**src/rtl/lanzones_pkg.sv**
```systemverilog
// Shared definitions for the lanzones instruction fetch stage.
// Contents: default reset PC, PC-to-word-address shift, fetch FSM state
// encoding, and the 64-bit instruction queue entry layout {pc, instr}.
package lanzones_pkg;

  localparam logic [31:0] RESET_PC_DEF   = 32'h0000_0400;
  localparam int          ADDR_SHIFT_DEF = 2;
  localparam int          QDEPTH_DEF     = 2;

  typedef enum logic [1:0] {
    ST_IDLE   = 2'd0,
    ST_RUN    = 2'd1,
    ST_HALTED = 2'd2
  } fetch_state_t;

  typedef struct packed {
    logic [31:0] pc;
    logic [31:0] instr;
  } qentry_t;

  // Instructions are word aligned; the low two PC bits are never meaningful.
  function automatic logic [31:0] word_align(input logic [31:0] pc);
    return {pc[31:2], 2'b00};
  endfunction

endpackage

```
**src/rtl/lanzones_fetch_q.sv**
```systemverilog
// Two-entry instruction queue between fetch and decode.
// Ports:
//   clk, rst        clock, synchronous active-high reset
//   flush           empties the queue; wins over push and pop
//   push, push_data write one entry at the tail
//   pop             removes the head (ignored when empty)
//   count           number of valid entries (0..2)
//   head_vld, head  registered head entry
module lanzones_fetch_q
  import lanzones_pkg::*;
(
  input  logic       clk,
  input  logic       rst,
  input  logic       flush,
  input  logic       push,
  input  qentry_t    push_data,
  input  logic       pop,
  output logic [1:0] count,
  output logic       head_vld,
  output qentry_t    head
);

  qentry_t    e0;
  qentry_t    e1;
  logic [1:0] cnt;
  logic       pop_ok;

  assign pop_ok = pop && (cnt != 2'd0);

  // e0 is always the head, so the head outputs come straight from a register.
  always_ff @(posedge clk) begin
    if (rst) begin
      cnt <= 2'd0;
      e0  <= '0;
      e1  <= '0;
    end else if (flush) begin
      cnt <= 2'd0;
    end else begin
      case ({push, pop_ok})
        2'b10: begin
          if (cnt == 2'd0) e0 <= push_data;
          else             e1 <= push_data;
          cnt <= cnt + 2'd1;
        end
        2'b01: begin
          e0  <= e1;
          cnt <= cnt - 2'd1;
        end
        2'b11: begin
          if (cnt == 2'd1) begin
            e0 <= push_data;
          end else begin
            e0 <= e1;
            e1 <= push_data;
          end
        end
        default: ;
      endcase
    end
  end

  assign count    = cnt;
  assign head_vld = (cnt != 2'd0);
  assign head     = e0;

endmodule

```
**src/rtl/lanzones_fetch.sv**
```systemverilog
// Instruction fetch stage of the lanzones core.
// Issues single-word reads to memory (one outstanding, answered one cycle
// later), buffers responses with their PC in a 2-entry queue and hands them
// to decode over IVld/IRdy. Supports redirects, halt and restart.
// Ports:
//   clk, rst             clock, synchronous active-high reset
//   LEn                  start pulse, loads RESET_PC
//   RRdy, RAddr          read request and word address to memory
//   RVld, RData          read response from memory
//   IVld, IRdy, IData, IPc  queue head to decode
//   RedirVld, RedirPc    redirect from execute
//   HaltReq              stop issuing new requests
//   Busy                 running, or a request still outstanding
//
// state     | meaning
// ST_IDLE   | after reset, waiting for LEn
// ST_RUN    | fetching
// ST_HALTED | halted; outstanding response still delivered, LEn restarts
module lanzones_fetch
  import lanzones_pkg::*;
#(
  parameter logic [31:0] RESET_PC   = RESET_PC_DEF,
  parameter int          ADDR_SHIFT = ADDR_SHIFT_DEF,
  parameter int          QDEPTH     = QDEPTH_DEF   // only 2 is supported
)(
  input  logic        clk,
  input  logic        rst,
  input  logic        LEn,
  output logic        RRdy,
  output logic [31:0] RAddr,
  input  logic        RVld,
  input  logic [31:0] RData,
  output logic        IVld,
  input  logic        IRdy,
  output logic [31:0] IData,
  output logic [31:0] IPc,
  input  logic        RedirVld,
  input  logic [31:0] RedirPc,
  input  logic        HaltReq,
  output logic        Busy
);

  localparam logic [2:0] QD = 3'(QDEPTH);

  fetch_state_t state, state_nxt;
  logic [31:0]  pc, pc_nxt;
  logic [31:0]  req_pc;
  logic [31:0]  raddr_q;
  logic         outstanding, outstanding_nxt;
  logic         drop, drop_nxt;

  logic         redir, restart, rsp, issue, flush, push, pop;
  logic [1:0]   q_count;
  logic [2:0]   inflight;
  logic         q_vld;
  qentry_t      q_head;
  qentry_t      q_in;
  logic [31:0]  pc_word;

  assign pc_word  = pc >> ADDR_SHIFT;
  assign inflight = {1'b0, q_count} + {2'b00, outstanding};

  assign redir   = RedirVld && (state != ST_IDLE);
  assign restart = LEn && (state == ST_HALTED);
  assign rsp     = RVld && outstanding;
  assign issue   = (state == ST_RUN) && !outstanding && !HaltReq && !RedirVld
                   && (inflight < QD);
  assign flush   = redir || restart;
  // A response that meets a redirect/restart belongs to the old stream.
  assign push    = rsp && !drop && !flush;
  assign pop     = q_vld && IRdy && !flush;
  assign q_in    = '{pc: req_pc, instr: RData};

  always_comb begin
    state_nxt       = state;
    pc_nxt          = pc;
    outstanding_nxt = outstanding;
    drop_nxt        = drop;

    case (state)
      ST_IDLE: begin
        if (LEn) begin
          state_nxt = ST_RUN;
          pc_nxt    = RESET_PC;
        end
      end
      ST_RUN: begin
        if (HaltReq) state_nxt = ST_HALTED;
      end
      ST_HALTED: begin
        if (LEn) begin
          state_nxt = ST_RUN;
          pc_nxt    = RESET_PC;
        end
      end
      default: state_nxt = ST_IDLE;
    endcase

    if (issue) begin
      pc_nxt          = pc + 32'd4;
      outstanding_nxt = 1'b1;
    end else if (rsp) begin
      outstanding_nxt = 1'b0;
    end

    if (rsp) drop_nxt = 1'b0;

    if (redir) pc_nxt = word_align(RedirPc);

    // A request still in flight when the stream changes must be discarded on
    // arrival; if it arrives this very cycle it is already discarded above.
    if (flush) drop_nxt = outstanding && !RVld;
  end

  always_ff @(posedge clk) begin
    if (rst) begin
      state       <= ST_IDLE;
      pc          <= '0;
      req_pc      <= '0;
      raddr_q     <= '0;
      outstanding <= 1'b0;
      drop        <= 1'b0;
    end else begin
      state       <= state_nxt;
      pc          <= pc_nxt;
      outstanding <= outstanding_nxt;
      drop        <= drop_nxt;
      if (issue) begin
        req_pc  <= pc;
        raddr_q <= pc_word;
      end
    end
  end

  lanzones_fetch_q u_q (
    .clk       (clk),
    .rst       (rst),
    .flush     (flush),
    .push      (push),
    .push_data (q_in),
    .pop       (pop),
    .count     (q_count),
    .head_vld  (q_vld),
    .head      (q_head)
  );

  assign RRdy  = issue;
  assign RAddr = issue ? pc_word : raddr_q;
  assign IVld  = q_vld;
  assign IData = q_head.instr;
  assign IPc   = q_head.pc;
  assign Busy  = (state == ST_RUN) || outstanding;

endmodule

```
**config.mk**
```make
export PLATFORM = sky130hd
export DESIGN_NAME = lanzones_fetch
export DESIGN_NICKNAME = d
export VERILOG_FILES = /design/src/rtl/lanzones_pkg.sv /design/src/rtl/lanzones_fetch_q.sv /design/src/rtl/lanzones_fetch.sv
export SDC_FILE = /design/constraint.sdc
export NUM_CORES = 1
export LEC_CHECK = 0
export BUFFER_PORTS_ARGS = -buffer_cell sky130_fd_sc_hd__buf_2
export CORE_MARGIN = 10
export CORE_UTILIZATION = 45
export DETAILED_ROUTE_END_ITERATION = 8
export PLACE_DENSITY = 0.66
export SKIP_CTS_REPAIR_TIMING = 1
export SLEW_MARGIN = 25
export SYNTH_ARGS = -nofsm -noshare
export SYNTH_HDL_FRONTEND = slang
export SYNTH_SLANG_ARGS = --single-unit
```
**constraint.sdc**
```tcl
create_clock -name clk -period 3.8 [get_ports clk]
set_input_delay 0.19 -clock clk [delete_from_list [all_inputs] [get_ports clk]]
set_output_delay 0.19 -clock clk [all_outputs]
set_load 0.03 [all_outputs]
```
==> results.ini, run 1 <==
[outcome]
status=complete, but fails checks
violations=hold timing

[synthesis]
avgSynthCellArea_um2=8.74
synth_enable_flop_cells=0
synth_seq_cells=230
ys_types=59
synth_seq_area_share_pct=46.6
yosysWarningCount=0
syn_inst=1130
synth.net_count=1208
ys.flop_type=dfxtp_1
netlist_area_mm2=0.00987
async_reset_ff_share_pct=0

[finish]
post-route-util_pct=56.8
area_growth_pct=24.8
drive_gt1_share_pct=27.0
mostFrequentLayoutCells=278 x nand2_1, 230 x dfxtp_1, 166 x buf_2, 143 x a21oi_1, 84 x nor2_1
mostFrequentLayoutCell=nand2_1
antenna_cells=0
nets=1389
postLayoutCellArea_mm2=0.0123

[clock_network]
cts.htree.levels=1
root_buffer=clkbuf_16
clock_latency_ns=0.51
cts_num_sinks=230
clkTransAtPathRegs_ns=0.06
cts_made_buffers=25
clockBufferDepth=3
cts_tree=built

[place]
place_congestion=0.781
place_hpwl_um=17300
dpl-instance-area_mm2=0.0110
portBuffers=167

[sta]
setup_viol=0
fin_crit_ns=3.26
hold_ws_ns=-0.0165
setup_tns_ns=0
slew_headroom_pct=40.4
hold_violations=2
rsz0062_at_grt=false
finClkSkew_ns=0.00772
slew_violations=0
worst_pin_slew_ns=0.891
fin_crit_sh_pct=85.9
fmax_ghz=0.306

[die]
die_area_mm2=0.0283
io_pins=170
die_h_um=168
core-area_mm2=0.0217
initial_utilization_pct=45.5
row_count=54
die_w_um=168

[setup_path]
crit_required_ns=4.18
critPathMaxFanout=19
cp.arrival_ns=3.64
crit_type=reg -> reg
critPathLaunchType=flip-flop
worstSetupEndpointType=flip-flop

[global_route]
antenna_found_initial=0
global_route.usage.total_pct=17.5
grt_pass1_wl_um=42700
grt.overflow.total=0
grt_pass1_vias=8037
grt_start_max_net_pins=101

[routing]
routed_wl_um=26700
wl_per_cell_um=16.6
ant_nets=0
drt_iter0_drc=735
post-route-drc-count=0
vias=8638
drt_first_pass_iters=7
vias_per_cell=5.38

[power_and_ir_drop]
p_leak_nw=4.61
power.total_mw=5.47
power_density_mw_per_mm2=444
irDropWorstVdd_v=0.000288

[run]
max_cap_viol_count=0

[min_path]
min_path_type=in -> reg

[report_power, final]
group | internal, mW | switching [mW]
clock | 1.53 | 0.960
combinational | 0.183 | 0.297
sequential | 2.46 | 0.0396
total | 4.18 | 1.30
[final timing paths]
kind / from / endpoint / slack, ns / cells past startpoint
setup / recovery: state[0] / u_q.head[60] / 0.54 / 11
hold reg to reg: u_q.e1[61] / u_q.e1[61] / 0.45 / 2
hold / removal: RedirPc[7] / pc[7] / -0.02 / 3
setup reg to reg: state[0] / u_q.head[60] / 0.54 / 11
[routing by layer]
metal / track usage (%) / wire length [µm]
met5: 0 / 0
met4: 2.91 / 403
met1: 25.1 / 13000
met3: 3.77 / 1310
met2: 26.7 / 11900
[logic make-up after synthesis]
logic type                 synth area share [%]
buffers and inverters                      4.73
xor gates and xnor gates                  0.799
and+or+nand+nor                            19.2
DFF                                        46.6
AOI/OAI and AO/OA                          27.7
muxes                                     0.114
adders and majority gates                 0.887
[metrics by stage]
stage          std cells  hold slack, ns  worst slack (ns)
4_1_cts             1555          -0.106             0.483
5_1_grt             1607         0.00678             0.231
3_5_place_dp        1512           0.433             0.478
6_report            1607         -0.0165             0.536
2_1_floorplan       1130           0.305              1.21
3_3_place_gp        1512           0.424             0.565
[area by class of cell]
| cell class | instances | area [µm²] |
|---|---|---|
| clock buffers | 32 | 682 |
| clock inverters | 11 | 159 |
| fillers | 1954 | 9370 |
| inverters | 11 | 41.3 |
| multi-input cells | 798 | 4820 |
| flip-flops and latches | 230 | 4600 |
| well taps | 280 | 350 |
| repair buffers | 245 | 1660 |
[sequential cells by signal (all words and copies together), names as in the netlist]
name         flops
pc              32
req_pc          32
u_q.count        2
raddr_q         32
drop             1
u_q.head        64
u_q.e1          64
state            2
outstanding      1
[synth_stat cells (3+ instances only)]
| master | n | share of area (%) |
|---|---|---|
| a2111oi_0 | 3 | 0.27 |
| a211oi_1 | 4 | 0.30 |
| a211oi_2 | 62 | 7.9 |
| a21oi_1 | 143 | 7.3 |
| a221oi_1 | 3 | 0.27 |
| a22oi_1 | 24 | 1.8 |
| a22oi_2 | 50 | 6.3 |
| a31oi_1 | 14 | 0.89 |
| and2_1 | 4 | 0.25 |
| and3_1 | 4 | 0.25 |
| and4_1 | 4 | 0.35 |
| buf_2 | 27 | 1.4 |
| buf_6 | 6 | 0.68 |
| clkbuf_1 | 54 | 2.1 |
| dfxtp_1 | 230 | 47 |
| ha_1 | 7 | 0.89 |
| inv_1 | 11 | 0.42 |
| nand2_1 | 279 | 11 |
| nand2b_1 | 3 | 0.19 |
| nand3_1 | 14 | 0.71 |
| nand4_1 | 9 | 0.57 |
| nand4b_1 | 4 | 0.35 |
| nor2_1 | 85 | 3.2 |
| nor3_1 | 7 | 0.35 |
| nor4_1 | 5 | 0.32 |
| o21ai_0 | 13 | 0.66 |
| o22ai_1 | 7 | 0.44 |
| or3_1 | 5 | 0.32 |
| xor2_1 | 7 | 0.62 |
[critical path, stage by stage (launching register included)]
cell and delay, ns:
dfxtp_1 0.37, nor2b_2 0.28, o22a_2 0.33, nor2_1 0.08, nand3_1 0.13, inv_1 0.08
ha_1 0.23, nand2_1 0.10, nand4_1 0.71, buf_12 0.46, a22oi_1 0.25, a211oi_2 0.10
Power figures use the tool's default switching activity.
==> inputs of run 2 (changes only) <==
==> constraint.sdc (replaced) <==
create_clock -name clk -period 3.8 [get_ports clk]
set_input_delay 0.76 -clock clk [delete_from_list [all_inputs] [get_ports clk]]
set_output_delay 0.76 -clock clk [all_outputs]
set_load 0.03 [all_outputs]
==> run 2 against run 1 <==
The flow now finishes without violations. Count of clock-buffer cells in the layout rose by 3. Non-clock buffer count fell by 58. Clock skew is 0.011 ns higher. First-iteration DRC count rose by 5.6%. Global-route usage decreased by 0.17 points. Cell area is 4.7% lower. Sequential cell count did not move. Critical path depth is 4 lower.
==> results.ini, run 2 (same netlist as run 1, synthesis figures left out) <==
[setup_path]
cp.arrival_ns=2.36  ; was 3.64 ns
crit_path_cell_trace=nor3b_2, nand2_2, inv_1, buf_12, nand2_1, nand2_1, buf_2  ; was nor2b_2, o22a_2, nor2_1, nand3_1, inv_1, ha_1, nand2_1, nand4_1, buf_12, a22oi_1, a211oi_2
path_delay_family=buffers and inverters  ; was simple AND/OR/NAND/NOR gates
critical_path_buf_inv_count=3  ; was 2
crit_required_ns=3.04  ; was 4.18 ns
critPathLaunchType=flip-flop  ; unchanged
critPathMaxFanout=42  ; was 19
slowest_delay_ns=0.45  ; was 0.71 ns
cp_common_cell=nand2_1
worstSetupEndpointType=output pin  ; was flip-flop
crit_type=reg -> out  ; was reg -> reg
critPathSlowestCell=dfxtp_1  ; was nand4_1

[sta]
slew_violations=0  ; unchanged
setup_tns_ns=0  ; unchanged
setup_viol=0  ; unchanged
fmax_ghz=0.321  ; was 0.306 GHz
finClkSkew_ns=0.0187  ; was 0.00772 ns
hold_ws_ns=0.454  ; was -0.0165 ns
fin_crit_sh_pct=82.0  ; was 85.9%
rsz0062_at_grt=false  ; unchanged
hold_violations=0  ; was 2
worst_pin_slew_ns=0.841  ; was 0.891 ns
slew_headroom_pct=44.0  ; was 40.4%
setup_ws_ns=0.683  ; was 0.536 ns
fin_crit_ns=3.12  ; was 3.26 ns

[global_route]
global_route.usage.total_pct=17.4  ; was 17.5%
grt_pass1_vias=8176  ; was 8,037
busiest_layer=met2  ; unchanged
grt.overflow.total=0  ; unchanged
grt_start_max_net_pins=113  ; was 101
grt_pass1_wl_um=42300  ; was 42,700 µm
grtUsageMet3_pct=3.70  ; was 3.77%
antenna_found_initial=0  ; unchanged
use_met2_pct=26.6  ; was 26.7%
grt_util_met1_pct=24.3  ; was 25.1%

[die]
row_count=54  ; unchanged
die_area_mm2=0.0283  ; unchanged
initial_utilization_pct=45.5  ; unchanged
die_h_um=168  ; unchanged
die_w_um=168  ; unchanged
io_pins=170  ; unchanged
core-area_mm2=0.0217  ; unchanged

[finish]
mostFrequentLayoutCells=278 x nand2_1, 230 x dfxtp_1, 166 x buf_2, 143 x a21oi_1, 84 x nor2_1  ; unchanged
antenna_cells=0  ; unchanged
final-instance-count-excl-fill=1551  ; was 1,607
drive_gt1_share_pct=27.8  ; was 27.0%
area_growth_pct=19.0  ; was 24.8%
fillers=2012  ; was 1,954
nets=1331  ; was 1,389
mostFrequentLayoutCell=nand2_1  ; unchanged

[clock_network]
cts.htree.levels=1  ; unchanged
clockBufferDepth=3  ; unchanged
cts_num_sinks=230  ; unchanged
clkTransAtPathRegs_ns=0.06  ; about the same
cts_made_buffers=25  ; unchanged
cts_tree=built  ; unchanged
root_buffer=clkbuf_16  ; unchanged
clock_latency_ns=0.52  ; was 0.51 ns

[routing]
vias_per_cell=5.36  ; was 5.38
drt_iter0_drc=776  ; was 735
post-route-drc-count=0  ; unchanged
wl_per_cell_um=16.7  ; was 16.6 µm
vias=8320  ; was 8,638
drt_first_pass_iters=5  ; was 7
ant_nets=0  ; unchanged
routed_wl_um=25800  ; was 26,700 µm

[place]
place_congestion=0.821  ; was 0.781
place_inst=1506  ; was 1,512
place_hpwl_um=17100  ; was 17,300 µm
dpl_worst_slack_ns=0.487  ; was 0.478 ns
portBuffers=167  ; unchanged

[power_and_ir_drop]
p_seq_share_pct=47.5  ; was 45.7%
p_clk_share_pct=44.2  ; was 45.5%
combPwrFrac_pct=8.3  ; was 8.8%
power.internal_mw=3.99  ; was 4.18 mW
swShare_pct=24.3  ; was 23.7%
p_switching_mw=1.28  ; was 1.30 mW
irDropWorstVdd_v=0.000301  ; was 0.000288 V
power_density_mw_per_mm2=449  ; was 444 mW/mm²
p_leak_nw=4.36  ; was 4.61 nW

[min_path]
min_path_type=reg -> reg  ; was in -> reg

[outcome]
status=finished, final reports clean  ; was complete, but fails checks

[run]
max_cap_viol_count=0  ; unchanged

run 2: cell count changes in the layout (fill, tap and decap cells not counted), sizes merged:
| cell | previous run | this run |
|---|---|---|
| buf | 192 | 186 |
| dlygate4sd3 | 52 | 0 |
| clkbuf | 33 | 36 |
| clkinv | 6 | 8 |
| bufinv | 4 | 1 |
run 2: through the flow:
step	total power, mW	area (µm²)	utilization, %
final	5.27	11700	54.1
after global routing	5.46	11700	54.1
after CTS	5.33	11700	54.1
after detailed placement	2.99	10900	50.5
after global placement	2.99	10900	50.5
after floorplan	2.84	9870	-
run 2: worst paths after layout:
check                                 from         end  slack [ns]  cells after the start
worst min-delay path            u_q.e1[62]  u_q.e1[62]        0.45                      2
worst min register to register  u_q.e1[62]  u_q.e1[62]        0.45                      2
worst max-delay path              state[0]   RAddr[25]        0.68                      7
worst max register to register    state[0]  u_q.e1[41]        0.96                     11
run 2: worst register-to-register path: cells and delay by family (launching register included):
family | cells | cell delay (ns)
and+or+nand+nor | 5 | 1.04
AOI/OAI and AO/OA | 3 | 0.79
DFF | 1 | 0.37
buffers and inverters | 2 | 0.31
adders and majority gates | 1 | 0.25
run 2: power by group through the flow:
| stage | Clock, mW | Combinational [mW] | Sequential (mW) |
|---|---|---|---|
| 6_report | 2.33 | 0.437 | 2.50 |
| 5_1_grt | 2.47 | 0.475 | 2.51 |
| 3_5_place_dp | 0 | 0.439 | 2.55 |
| 4_1_cts | 2.39 | 0.441 | 2.50 |
| 3_3_place_gp | 0 | 0.435 | 2.55 |
| 2_1_floorplan | 0 | 0.245 | 2.60 |
run 2: cell type report:
cell class | instances | area [µm²] | area share (%)
Multi-Input combinational cell | 798 | 4820 | 41.0
Clock inverter | 10 | 82.6 | 0.703
Tap cell | 280 | 350 | 2.98
Clock buffer | 35 | 713 | 6.07
Sequential cell | 230 | 4600 | 39.2
Inverter | 11 | 41.3 | 0.352
Timing Repair Buffer | 187 | 1130 | 9.64
run 2: layer usage:
metal	routed length [µm]	vias up
met2	11400	212
li1	-	4209
met4	512	0
met1	12400	3865
met5	0	-
met3	1470	34
